===== config.mk =====
export PLATFORM = sky130hd
export DESIGN_NAME = control_sequencer_flat
export DESIGN_NICKNAME = d
export VERILOG_FILES = /design/src/rtl/control_sequencer_if.sv /design/src/rtl/control_sequencer.sv /design/src/flat_wrapper.sv
export SDC_FILE = /design/constraint.sdc
export NUM_CORES = 1
export LEC_CHECK = 0
export BUFFER_PORTS_ARGS = -buffer_cell sky130_fd_sc_hd__buf_4
export CAP_MARGIN = 10
export CORE_UTILIZATION = 37
export CTS_BUF_LIST = sky130_fd_sc_hd__clkbuf_8
export CTS_CLUSTER_SIZE = 28
export DETAILED_ROUTE_END_ITERATION = 8
export PLACE_DENSITY = 0.87
export SYNTH_ARGS = -nofsm -noshare
export SYNTH_HDL_FRONTEND = slang
export SYNTH_SLANG_ARGS = --single-unit

===== constraint.sdc =====
create_clock -name Clock -period 1.72 [get_ports Clock]
set_clock_uncertainty 0.05 [all_clocks]
set_input_delay 0.258 -clock Clock [delete_from_list [all_inputs] [get_ports Clock]]
set_output_delay 0.258 -clock Clock [all_outputs]
set_load 0.01 [all_outputs]

===== src/rtl/control_sequencer_if.sv =====
// Control bundle between the fetch/decode/execute sequencer and the ALU
// system datapath: instruction and flag inputs plus every datapath control pin.
interface control_sequencer_if;
    logic        Run;
    logic [15:0] IROut;
    logic [3:0]  ALUFlags;

    logic [2:0]  RF_OutASel;
    logic [2:0]  RF_OutBSel;
    logic [2:0]  RF_FunSel;
    logic [3:0]  RF_RegSel;
    logic [3:0]  RF_ScrSel;
    logic [4:0]  ALU_FunSel;
    logic        ALU_WF;
    logic [1:0]  ARF_OutCSel;
    logic [1:0]  ARF_OutDSel;
    logic [2:0]  ARF_FunSel;
    logic [2:0]  ARF_RegSel;
    logic        IR_LH;
    logic        IR_Write;
    logic        Mem_CS;
    logic        Mem_WR;
    logic [1:0]  MuxASel;
    logic [1:0]  MuxBSel;
    logic        MuxCSel;
    logic        Halted;
    logic        Illegal;

    // Sequencer side: consumes instruction/flags, drives the controls
    modport master (
        input  Run, IROut, ALUFlags,
        output RF_OutASel, RF_OutBSel, RF_FunSel, RF_RegSel, RF_ScrSel,
               ALU_FunSel, ALU_WF, ARF_OutCSel, ARF_OutDSel, ARF_FunSel,
               ARF_RegSel, IR_LH, IR_Write, Mem_CS, Mem_WR,
               MuxASel, MuxBSel, MuxCSel, Halted, Illegal
    );

    // Datapath side: supplies instruction/flags, receives the controls
    modport slave (
        output Run, IROut, ALUFlags,
        input  RF_OutASel, RF_OutBSel, RF_FunSel, RF_RegSel, RF_ScrSel,
               ALU_FunSel, ALU_WF, ARF_OutCSel, ARF_OutDSel, ARF_FunSel,
               ARF_RegSel, IR_LH, IR_Write, Mem_CS, Mem_WR,
               MuxASel, MuxBSel, MuxCSel, Halted, Illegal
    );
endinterface


===== src/rtl/control_sequencer.sv =====
// Hardwired fetch/decode/execute controller. Fetches a 16-bit instruction as
// two byte reads (low byte first) into IR, then drives the datapath controls
// for a single execute cycle. Outputs are combinational from state and IROut.
module control_sequencer (
    input  logic                        Clock,
    input  logic                        Reset,
    control_sequencer_if.master         bus
);
    localparam logic [2:0] FUN_DEC   = 3'b000;
    localparam logic [2:0] FUN_INC   = 3'b001;
    localparam logic [2:0] FUN_LOAD  = 3'b010;
    localparam logic [2:0] FUN_CLR   = 3'b011;
    localparam logic [4:0] ALU_PASSB = 5'b10001;

    localparam logic [2:0] S_INIT    = 3'd0;
    localparam logic [2:0] S_FETCH_L = 3'd1;
    localparam logic [2:0] S_FETCH_H = 3'd2;
    localparam logic [2:0] S_EXEC    = 3'd3;
    localparam logic [2:0] S_HALT    = 3'd4;

    logic [2:0] state_reg;
    logic [2:0] state_next;

    // Instruction fields
    logic [3:0] op;
    logic [1:0] rx;
    logic [1:0] rs;
    logic [3:0] rx_onehot;

    assign op = bus.IROut[15:12];
    assign rx = bus.IROut[11:10];
    assign rs = bus.IROut[9:8];

    // Rx = 00 selects R1 (bit 3) down to Rx = 11 selecting R4 (bit 0)
    generate
        for (genvar gi = 0; gi < 4; gi++) begin : g_rx_dec
            assign rx_onehot[3-gi] = (rx == gi[1:0]);
        end
    endgenerate

    // State register; reset forces INIT without waiting for a clock edge
    always_ff @(posedge Clock or negedge Reset) begin
        if (!Reset) begin
            state_reg <= S_INIT;
        end else begin
            state_reg <= state_next;
        end
    end

    // Next-state logic
    always_comb begin
        state_next = state_reg;
        case (state_reg)
            S_INIT:    state_next = S_FETCH_L;
            S_FETCH_L: state_next = bus.Run ? S_FETCH_H : S_FETCH_L;
            S_FETCH_H: state_next = S_EXEC;
            S_EXEC:    state_next = (op == 4'hF) ? S_HALT : S_FETCH_L;
            S_HALT:    state_next = S_HALT;
            default:   state_next = S_INIT;
        endcase
    end

    // Control decode; everything defaults to idle. While Reset is held low the
    // outputs stay idle so an interrupted fetch or store is abandoned at once
    // and the INIT clear only appears after release.
    always_comb begin
        bus.RF_OutASel  = 3'b000;
        bus.RF_OutBSel  = 3'b000;
        bus.RF_FunSel   = 3'b000;
        bus.RF_RegSel   = 4'b0000;
        bus.RF_ScrSel   = 4'b0000;
        bus.ALU_FunSel  = 5'b00000;
        bus.ALU_WF      = 1'b0;
        bus.ARF_OutCSel = 2'b00;
        bus.ARF_OutDSel = 2'b00;
        bus.ARF_FunSel  = 3'b000;
        bus.ARF_RegSel  = 3'b000;
        bus.IR_LH       = 1'b0;
        bus.IR_Write    = 1'b0;
        bus.Mem_CS      = 1'b1;
        bus.Mem_WR      = 1'b0;
        bus.MuxASel     = 2'b00;
        bus.MuxBSel     = 2'b00;
        bus.MuxCSel     = 1'b0;
        bus.Halted      = 1'b0;
        bus.Illegal     = 1'b0;

        if (Reset) begin
            case (state_reg)
                S_INIT: begin
                    bus.ARF_FunSel = FUN_CLR;
                    bus.ARF_RegSel = 3'b111;
                    bus.RF_FunSel  = FUN_CLR;
                    bus.RF_RegSel  = 4'b1111;
                    bus.RF_ScrSel  = 4'b1111;
                end
                S_FETCH_L, S_FETCH_H: begin
                    // Read Memory[PC] into one IR byte and bump PC
                    if (bus.Run || state_reg == S_FETCH_H) begin
                        bus.ARF_OutCSel = 2'b00;
                        bus.Mem_CS      = 1'b0;
                        bus.IR_Write    = 1'b1;
                        bus.IR_LH       = (state_reg == S_FETCH_H);
                        bus.ARF_FunSel  = FUN_INC;
                        bus.ARF_RegSel  = 3'b100;
                    end
                end
                S_EXEC: begin
                    case (op)
                        4'h0: ;
                        4'h1: begin
                            bus.MuxASel   = 2'b10;
                            bus.RF_FunSel = FUN_LOAD;
                            bus.RF_RegSel = rx_onehot;
                        end
                        4'h2: begin
                            bus.ARF_OutCSel = 2'b10;
                            bus.Mem_CS      = 1'b0;
                            bus.MuxASel     = 2'b11;
                            bus.RF_FunSel   = FUN_LOAD;
                            bus.RF_RegSel   = rx_onehot;
                        end
                        4'h3: begin
                            bus.RF_OutBSel  = {1'b0, rx};
                            bus.MuxCSel     = 1'b1;
                            bus.ALU_FunSel  = ALU_PASSB;
                            bus.ARF_OutCSel = 2'b10;
                            bus.Mem_CS      = 1'b0;
                            bus.Mem_WR      = 1'b1;
                        end
                        4'h4: begin
                            bus.RF_OutBSel = {1'b0, rs};
                            bus.MuxCSel    = 1'b1;
                            bus.ALU_FunSel = ALU_PASSB;
                            bus.ALU_WF     = 1'b1;
                            bus.MuxASel    = 2'b00;
                            bus.RF_FunSel  = FUN_LOAD;
                            bus.RF_RegSel  = rx_onehot;
                        end
                        4'h5, 4'h6: begin
                            bus.RF_FunSel = (op == 4'h5) ? FUN_INC : FUN_DEC;
                            bus.RF_RegSel = rx_onehot;
                        end
                        4'h7: begin
                            bus.MuxBSel    = 2'b10;
                            bus.ARF_FunSel = FUN_LOAD;
                            bus.ARF_RegSel = 3'b010;
                        end
                        4'h8, 4'h9: begin
                            // BZ only branches when the registered Z flag is set
                            if (op == 4'h8 || bus.ALUFlags[3]) begin
                                bus.MuxBSel    = 2'b10;
                                bus.ARF_FunSel = FUN_LOAD;
                                bus.ARF_RegSel = 3'b100;
                            end
                        end
                        4'hF: ;
                        default: bus.Illegal = 1'b1;
                    endcase
                end
                S_HALT: bus.Halted = 1'b1;
                default: ;
            endcase
        end
    end
endmodule


===== src/flat_wrapper.sv =====
// flat-port wrapper written by rule: the top's interface ports become plain ports
module control_sequencer_flat 
  (Clock, Reset, bus_Run, bus_IROut, bus_ALUFlags, bus_RF_OutASel, bus_RF_OutBSel, bus_RF_FunSel, bus_RF_RegSel, bus_RF_ScrSel, bus_ALU_FunSel, bus_ALU_WF, bus_ARF_OutCSel, bus_ARF_OutDSel, bus_ARF_FunSel, bus_ARF_RegSel, bus_IR_LH, bus_IR_Write, bus_Mem_CS, bus_Mem_WR, bus_MuxASel, bus_MuxBSel, bus_MuxCSel, bus_Halted, bus_Illegal);
  control_sequencer_if bus_i ();
  input  logic Clock;
  input  logic Reset;
  input wire logic [$bits(bus_i.Run)-1:0] bus_Run;
  input wire logic [$bits(bus_i.IROut)-1:0] bus_IROut;
  input wire logic [$bits(bus_i.ALUFlags)-1:0] bus_ALUFlags;
  output wire logic [$bits(bus_i.RF_OutASel)-1:0] bus_RF_OutASel;
  output wire logic [$bits(bus_i.RF_OutBSel)-1:0] bus_RF_OutBSel;
  output wire logic [$bits(bus_i.RF_FunSel)-1:0] bus_RF_FunSel;
  output wire logic [$bits(bus_i.RF_RegSel)-1:0] bus_RF_RegSel;
  output wire logic [$bits(bus_i.RF_ScrSel)-1:0] bus_RF_ScrSel;
  output wire logic [$bits(bus_i.ALU_FunSel)-1:0] bus_ALU_FunSel;
  output wire logic [$bits(bus_i.ALU_WF)-1:0] bus_ALU_WF;
  output wire logic [$bits(bus_i.ARF_OutCSel)-1:0] bus_ARF_OutCSel;
  output wire logic [$bits(bus_i.ARF_OutDSel)-1:0] bus_ARF_OutDSel;
  output wire logic [$bits(bus_i.ARF_FunSel)-1:0] bus_ARF_FunSel;
  output wire logic [$bits(bus_i.ARF_RegSel)-1:0] bus_ARF_RegSel;
  output wire logic [$bits(bus_i.IR_LH)-1:0] bus_IR_LH;
  output wire logic [$bits(bus_i.IR_Write)-1:0] bus_IR_Write;
  output wire logic [$bits(bus_i.Mem_CS)-1:0] bus_Mem_CS;
  output wire logic [$bits(bus_i.Mem_WR)-1:0] bus_Mem_WR;
  output wire logic [$bits(bus_i.MuxASel)-1:0] bus_MuxASel;
  output wire logic [$bits(bus_i.MuxBSel)-1:0] bus_MuxBSel;
  output wire logic [$bits(bus_i.MuxCSel)-1:0] bus_MuxCSel;
  output wire logic [$bits(bus_i.Halted)-1:0] bus_Halted;
  output wire logic [$bits(bus_i.Illegal)-1:0] bus_Illegal;
  assign bus_i.Run = bus_Run;
  assign bus_i.IROut = bus_IROut;
  assign bus_i.ALUFlags = bus_ALUFlags;
  assign bus_RF_OutASel = bus_i.RF_OutASel;
  assign bus_RF_OutBSel = bus_i.RF_OutBSel;
  assign bus_RF_FunSel = bus_i.RF_FunSel;
  assign bus_RF_RegSel = bus_i.RF_RegSel;
  assign bus_RF_ScrSel = bus_i.RF_ScrSel;
  assign bus_ALU_FunSel = bus_i.ALU_FunSel;
  assign bus_ALU_WF = bus_i.ALU_WF;
  assign bus_ARF_OutCSel = bus_i.ARF_OutCSel;
  assign bus_ARF_OutDSel = bus_i.ARF_OutDSel;
  assign bus_ARF_FunSel = bus_i.ARF_FunSel;
  assign bus_ARF_RegSel = bus_i.ARF_RegSel;
  assign bus_IR_LH = bus_i.IR_LH;
  assign bus_IR_Write = bus_i.IR_Write;
  assign bus_Mem_CS = bus_i.Mem_CS;
  assign bus_Mem_WR = bus_i.Mem_WR;
  assign bus_MuxASel = bus_i.MuxASel;
  assign bus_MuxBSel = bus_i.MuxBSel;
  assign bus_MuxCSel = bus_i.MuxCSel;
  assign bus_Halted = bus_i.Halted;
  assign bus_Illegal = bus_i.Illegal;
  control_sequencer u_core (.Clock(Clock), .Reset(Reset), .bus(bus_i));
endmodule

==> out/results.tsv, run 1 <==
stage	metric	value	unit
outcome	status	finished, violations left	
outcome	violations	negative setup slack	
sta	rsz0062_at_grt	yes	
cells_and_area	largest_reg_flops	3	
cells_and_area	diodes	0	
sta	worst_hold_slack	0.323	ns
sta	worst_slack	-0.0447	ns
critical_path	cp_slowest_cell	dfrtp_2	
die	die_h	45.4	um
route	routed_wl	1880	um
cells_and_area	final_nets	170	
critical_path	path_cells	buf_6 -> or3_4 -> o41ai_2 -> buf_4	
clock_tree	ctsHtreeMaxLevel	1	
sta	layout_min_cycle_time	1.76	ns
route	via_per_inst	4.72	
cells_and_area	drive_gt1_share	56.2	%
synthesis	syn_avg_cell_area	6.83	um^2
sta	timing.final.crit_share	103	%
critical_path	crit_fanout	8	
place	placed_cell_area	933	um^2
die	fp.coreArea	0.00175	mm^2
critical_path	required	1.41	ns
cells_and_area	area_growth	66.1	%
route	drc	0	
synthesis	netlist_instances	102	
place	portBuffers	42	
synthesis	yosysWarnings	0	
place	hpwl	1240	um
die	die_area	0.00206	mm^2
clock_tree	root_buffer	clkbuf_8	
pwr	leakage	0.576	nW
clock_tree	cts_buffer_depth	2	
critical_path	cp-end-kind	output pin	
route	ant_nets	0	
global_routing	grt_usage	18.4	%
die	die_x	45.4	um
critical_path	crit_family	flip-flops	
place	gp_congestion	0.735	
synthesis	ys_seq_elements	3	
global_routing	grt_pass1_vias	664	
cells_and_area	finalNonFillerCells	171	
pwr	powerDensity	896	mW/mm^2
clock_tree	cts_buffers	3	
die	io_pins	67	
critical_path	startpoint_type	register	
cells_and_area	fillCellCount	156	
die	row_count	15	
critical_path	crit_buf_inv	2	
global_routing	grt_pass1_wl	2730	um
sta	setup_violations	18	
route	post_drt_wl_per_cell	11.0	um
route	num_vias	807	
sta	drv_slew	0	
route	first_pass_iters	4	
critical_path	critPathMaxStageDelay	0.43	ns
run	drv.max_cap_violation_count	0	
sta	fmax	567	MHz
die	initial_core_util	39.9	%
clock_tree	clk_latency	0.22	ns
cells_and_area	final_core_util	66.3	%
clock_tree	clk_pin_slew_worst_paths	0.03	ns
global_routing	grt_overflow	0	
synthesis	ys_types	34	
min_path	holdCritPathClass	in -> reg	
synthesis	yosysSeqAreaShare	10.8	%
critical_path	cp.arrival	1.46	ns
critical_path	crit_type	reg -> out	
global_routing	antenna_found_initial	0	
sta	final_hold_viol_count	0	
clock_tree	tritoncts	done	
clock_tree	cts_num_sinks	3	
place	dp.cells	158	
pwr	vdd_ir_drop_max	686	uV
synthesis	syn-cell-area	697	um^2
global_routing	grt_start_max_net_pins	14	
cells_and_area	postLayoutCellArea	0.00116	mm^2
route	drt-initial-drc-count	9	
-- cell type report --
| type | count | area [um^2] | share of cell area [%] |
|---|---|---|---|
| clock inverter | 1 | 3.75 | 0.324 |
| inverter | 3 | 11.3 | 0.973 |
| sequential | 3 | 77.6 | 6.70 |
| multi-input combinational | 81 | 557 | 48.1 |
| timing repair buffer | 55 | 435 | 37.6 |
| clock buffer | 3 | 41.3 | 3.57 |
| tap | 25 | 31.3 | 2.70 |
-- worst reg2reg max path, cell delays in order (launching register included) --
cell      delay [ns]
dfrtp_2         0.43
buf_6           0.15
nand2b_4        0.15
mux2_4          0.27
nor2_1          0.08
-- cells in the final DEF, fill, tap and decap left out, types with 2 or more instances in the layout --
cell      count
o21ai_2       4
nand4_1       3
nor2_1       11
or2_2         2
buf_4        48
clkbuf_8      3
buf_6         4
inv_1         3
a31oi_1       2
or3_1         2
o41ai_2       2
a21oi_1       4
nor2_2        2
dfrtp_2       2
a22oi_1       2
nand2_1       6
o21ai_0       4
conb_1       13
nand2b_1      2
nor3_2        2
nand2b_4      2
-- per-layer routing --
layer  vias up  routed length (um)  track usage, %
li1        410                   -               -
met1       358                 806            21.4
met2        35                 946            31.4
met3         4                  99            3.97
met4         0                  23            9.09
met5         -                   0               0
-- cells in the mapped netlist (all sizes together) --
cell,count,area (um^2)
a21oi,5,25.0
a22oi,2,15.0
a31oi,2,12.5
and3b,1,8.76
and4b,1,10.0
buf,25,181
clkbuf,2,7.51
conb,1,3.75
dfrtp,3,75.1
inv,3,11.3
mux2,1,11.3
nand2,6,22.5
nand2b,5,31.3
nand3,1,5.00
nand3b,1,7.51
nand4,3,18.8
nand4b,2,32.5
nor2,13,48.8
nor3,3,25.0
nor3b,1,7.51
nor4bb,1,10.0
o21ai,9,45.0
o22ai,1,6.26
o41ai,2,17.5
or2,3,21.3
or3,3,18.8
xnor2,1,8.76
xor2,1,8.76
-- kinds of logic (layout without fill, tap and decap cells) --
| family | count (synthesis) | count (layout) | synth area share, % |
|---|---|---|---|
| buf+inv | 30 | 62 | 28.7 |
| flops | 3 | 3 | 10.8 |
| xor+xnor | 2 | 2 | 2.51 |
| other cells | 1 | 13 | 0.538 |
| simple gates | 44 | 44 | 38.4 |
| mux | 1 | 1 | 1.62 |
| compound gates | 21 | 21 | 17.4 |
-- through the flow --
| step | total power, mW | setup slack, ns | setup TNS [ns] |
|---|---|---|---|
| finish | 1.04 | -0.0447 | -0.480 |
| global route | 1.11 | -0.0846 | -1.49 |
| CTS | 0.957 | -0.0565 | -0.883 |
| detailed placement | 0.659 | 0.0677 | 0 |
| global placement | 0.646 | 0.0945 | 0 |
| floorplan | 0.494 | 0.0389 | 0 |
-- final timing paths --
path	start	to	slack (ns)	cells after the start
setup / recovery	u_core.state_reg[1]	bus_RF_RegSel[3]	-0.04	4
hold / removal	bus_Run	u_core.state_reg[0]	0.32	4
setup reg to reg	u_core.state_reg[1]	u_core.state_reg[1]	0.52	4
hold reg to reg	u_core.state_reg[2]	u_core.state_reg[0]	0.52	2
max in group asynchronous	Reset	u_core.state_reg[1]	1.03	2
min in group asynchronous	Reset	u_core.state_reg[0]	0.42	2
-- power breakdown --
part / internal (mW) / switching, mW / total [mW]
registers: 0.0961 / 0.0359 / 0.132
logic: 0.376 / 0.329 / 0.705
clock network: 0.152 / 0.0482 / 0.200
total: 0.624 / 0.413 / 1.04
-- what timing repair did --
item / in CTS / in global routing
hold buffers: 1 / 0
cloned: 0 / 1
setup buffers: 5 / 2
pin swaps: 9 / 3
gates resized for setup: 15 / 14
hold endpoints to repair: 3 / 0
setup endpoints to repair: 22 / 26
Power figures use the tool's default switching activity.
==> run 2, diff against run 1 <==
--- a/config.mk
+++ b/config.mk
@@ -7,11 +7,11 @@
 export LEC_CHECK = 0
 export BUFFER_PORTS_ARGS = -buffer_cell sky130_fd_sc_hd__buf_4
 export CAP_MARGIN = 10
-export CORE_UTILIZATION = 37
+export CORE_UTILIZATION = 40
 export CTS_BUF_LIST = sky130_fd_sc_hd__clkbuf_8
 export CTS_CLUSTER_SIZE = 28
 export DETAILED_ROUTE_END_ITERATION = 8
-export PLACE_DENSITY = 0.87
+export PLACE_DENSITY = 0.92
 export SYNTH_ARGS = -nofsm -noshare
 export SYNTH_HDL_FRONTEND = slang
 export SYNTH_SLANG_ARGS = --single-unit
==> constraint.sdc (replaced) <==
create_clock -name Clock -period 2.2 [get_ports Clock]
set_clock_uncertainty 0.05 [all_clocks]
set_input_delay 0.33 -clock Clock [delete_from_list [all_inputs] [get_ports Clock]]
set_output_delay 0.33 -clock Clock [all_outputs]
set_load 0.01 [all_outputs]
==> run 2 against run 1 <==
The run ends with design-rule violations left. Global-route usage is 0.84 points lower. Cell area fell by 17%. Register-to-register slack better by 0.48 ns. Clock power shrank 21%. Sequential share of layout area increased by 1.4 points. Worst hold slack better by 0.11 ns. Wire length fell by 6.3%. Power down 36%. Cell count fell by 12%. Via count shrank 5.7%. Critical path depth unchanged. Critical endpoint is now bus_RF_ScrSel[0]. Largest cell class unchanged. Highest routed layer unchanged.
==> out/results.tsv, run 2 (synthesis gave the netlist of run 1 again) <==
stage	metric	value	unit	change
global_routing	grt_pass1_wl	2560	um	-6.3%
route	routed_wl	1760	um	-6.3%
die	die_h	43.7	um	-3.7%
pwr	internal_power	381	uW	-39%
pwr	vdd_ir_drop_max	591	uV	-14%
cells_and_area	drive_gt1_share	41.8	%	-14 points
die	initial_core_util	44.7	%	+4.8 points
die	row_count	14		-1
min_path	holdCritPathClass	in -> reg		
route	ant_nets	0		unchanged
sta	rsz0062_at_grt	no		
cells_and_area	area_growth	37.9	%	
pwr	switching_share	42.5	%	+2.7 points
run	drv.max_cap_violation_count	0		unchanged
global_routing	grt_overflow	0		unchanged
route	drt-initial-drc-count	22		+13
clock_tree	postCtsSetupRepairBufs	0		-5
die	die_area	0.00191	mm^2	-7.2%
global_routing	grt_start_max_net_pins	15		+1
route	num_vias	761		-5.7%
place	hpwl	1270	um	+2.3%
min_path	min_path_cells	3		-1
sta	fmax	482	MHz	
global_routing	grt_util_met1	20.6	%	-0.80 points
place	gp_congestion	0.787		+7.2%
cells_and_area	final_nets	158		-7.1%
critical_path	crit_fanout	11		+3
global_routing	grt_usage	17.5	%	-0.84 points
sta	setup_violations	0		-18
pwr	powerDensity	689	mW/mm^2	-23%
outcome	violations	design-rule violations		
cells_and_area	largest_reg_flops	3		unchanged
route	drc	7		+7
clock_tree	cts_buffers	3		unchanged
cells_and_area	final_cell_mix	buf_4, nor2_1, conb_1		
critical_path	required	1.82	ns	+0.41 ns
critical_path	crit_type	reg -> out		
critical_path	startpoint_type	register		
place	dp.cells	145		-8.2%
pwr	pwr-share-clk	24.0	%	+4.7 points
route	post_drt_wl_per_cell	11.7	um	+6.8%
die	die_x	43.7	um	-3.7%
global_routing	grt_pass1_vias	597		-10%
clock_tree	tritoncts	done		
die	io_pins	67		unchanged
critical_path	cp.arrival	1.69	ns	+0.23 ns
clock_tree	root_buffer	clkbuf_8		
pwr	totalPowerFinal	663	uW	-36%
cells_and_area	finalNonFillerCells	150		-12%
outcome	status	finished, violations left		
pwr	power.switching	282	uW	-32%
cells_and_area	diodes	0		unchanged
sta	timing.final.crit_share	94.3	%	
global_routing	antenna_found_initial	0		unchanged
die	fp.coreArea	0.00156	mm^2	-11%
pwr	leakage	0.484	nW	-16%
sta	drv_slew	0		unchanged
global_routing	grt_util_met2	29.9	%	-1.6 points
critical_path	cp-end-kind	output pin		
sta	worst_slack	0.125	ns	+0.170 ns
clock_tree	cts_buffer_depth	2		unchanged
clock_tree	clk_pin_slew_worst_paths	0.03	ns	about the same
critical_path	r2r_cells	3		-1
place	pre_cts_slack	0.289	ns	+0.222 ns
cells_and_area	final_common_cell	buf_4		
place	portBuffers	42		unchanged
pwr	pwr-share-seq	18.4	%	+5.7 points
route	first_pass_iters	6		+2
clock_tree	clk_latency	0.22	ns	about the same
global_routing	grt_use_met3	3.33	%	-0.63 points
sta	worst_hold_slack	0.431	ns	+0.108 ns
sta	layout_min_cycle_time	2.07	ns	
sta	tns	0	ns	+0.480 ns
clock_tree	ctsHtreeMaxLevel	1		unchanged
pwr	p_comb_share	57.6	%	-10 points
clock_tree	cts_num_sinks	3		unchanged
sta	final_hold_viol_count	0		unchanged
global_routing	busiest_layer	met2		
route	via_per_inst	5.07		+7.5%
## run 2: cell count changes in the layout (fill, tap and decap cells not counted), sizes merged
cell and delta:
buf -12
## run 2: per-layer routing
layer  vias up  share of wire [%]  wire length, um
met5         -                  0                0
met4         0                1.4               24
met3         2                 11              190
met2        43                 52              910
met1       332                 36              633
li1        384                  -                -
## run 2: final cells by class
class                      instances  area, um^2
sequential                         3        77.6
inverter                           3        11.3
fill                             148         598
clock buffer                       3        41.3
clock inverter                     1        3.75
multi-input combinational         81         482
tap                               16        20.0
timing repair buffer              43         325
## run 2: power groups by stage
stage / combinational, mW / sequential, mW / clock [mW]
after floorplan: 0.307 / 0.0788 / 0
after global placement: 0.361 / 0.116 / 0
after detailed placement: 0.369 / 0.119 / 0
after CTS: 0.371 / 0.118 / 0.163
after global routing: 0.415 / 0.128 / 0.170
final: 0.381 / 0.122 / 0.159
## run 2: stage by stage
| stage | area [um^2] | util, % |
|---|---|---|
| floorplan | 742 | - |
| global placement | 888 | 57.0 |
| detailed placement | 888 | 57.0 |
| CTS | 943 | 60.5 |
| global route | 961 | 61.6 |
| finish | 961 | 61.6 |
## run 2: path summary, 6_finish.rpt
path | startpoint | endpoint | slack (ns)
min | bus_IROut[15] | u_core.state_reg[2] | 0.43
min reg2reg | u_core.state_reg[2] | u_core.state_reg[0] | 0.51
max in group asynchronous | Reset | u_core.state_reg[0] | 1.50
min in group asynchronous | Reset | u_core.state_reg[1] | 0.44
max reg2reg | u_core.state_reg[1] | u_core.state_reg[1] | 1.00
max | u_core.state_reg[0] | bus_RF_ScrSel[0] | 0.13
## run 2: timing repair
item | in CTS | in global routing
setup endpoints to repair | 0 | 2
resized for setup | 0 | 4
hold buffers | 1 | 0
hold endpoints to repair | 3 | 0
## run 2: critical path, cell delays in order, from the launching register on
cell and delay (ns):
dfrtp_2 0.47, nand2b_1 0.21, or3_1 0.46, inv_1 0.19
buf_4 0.15
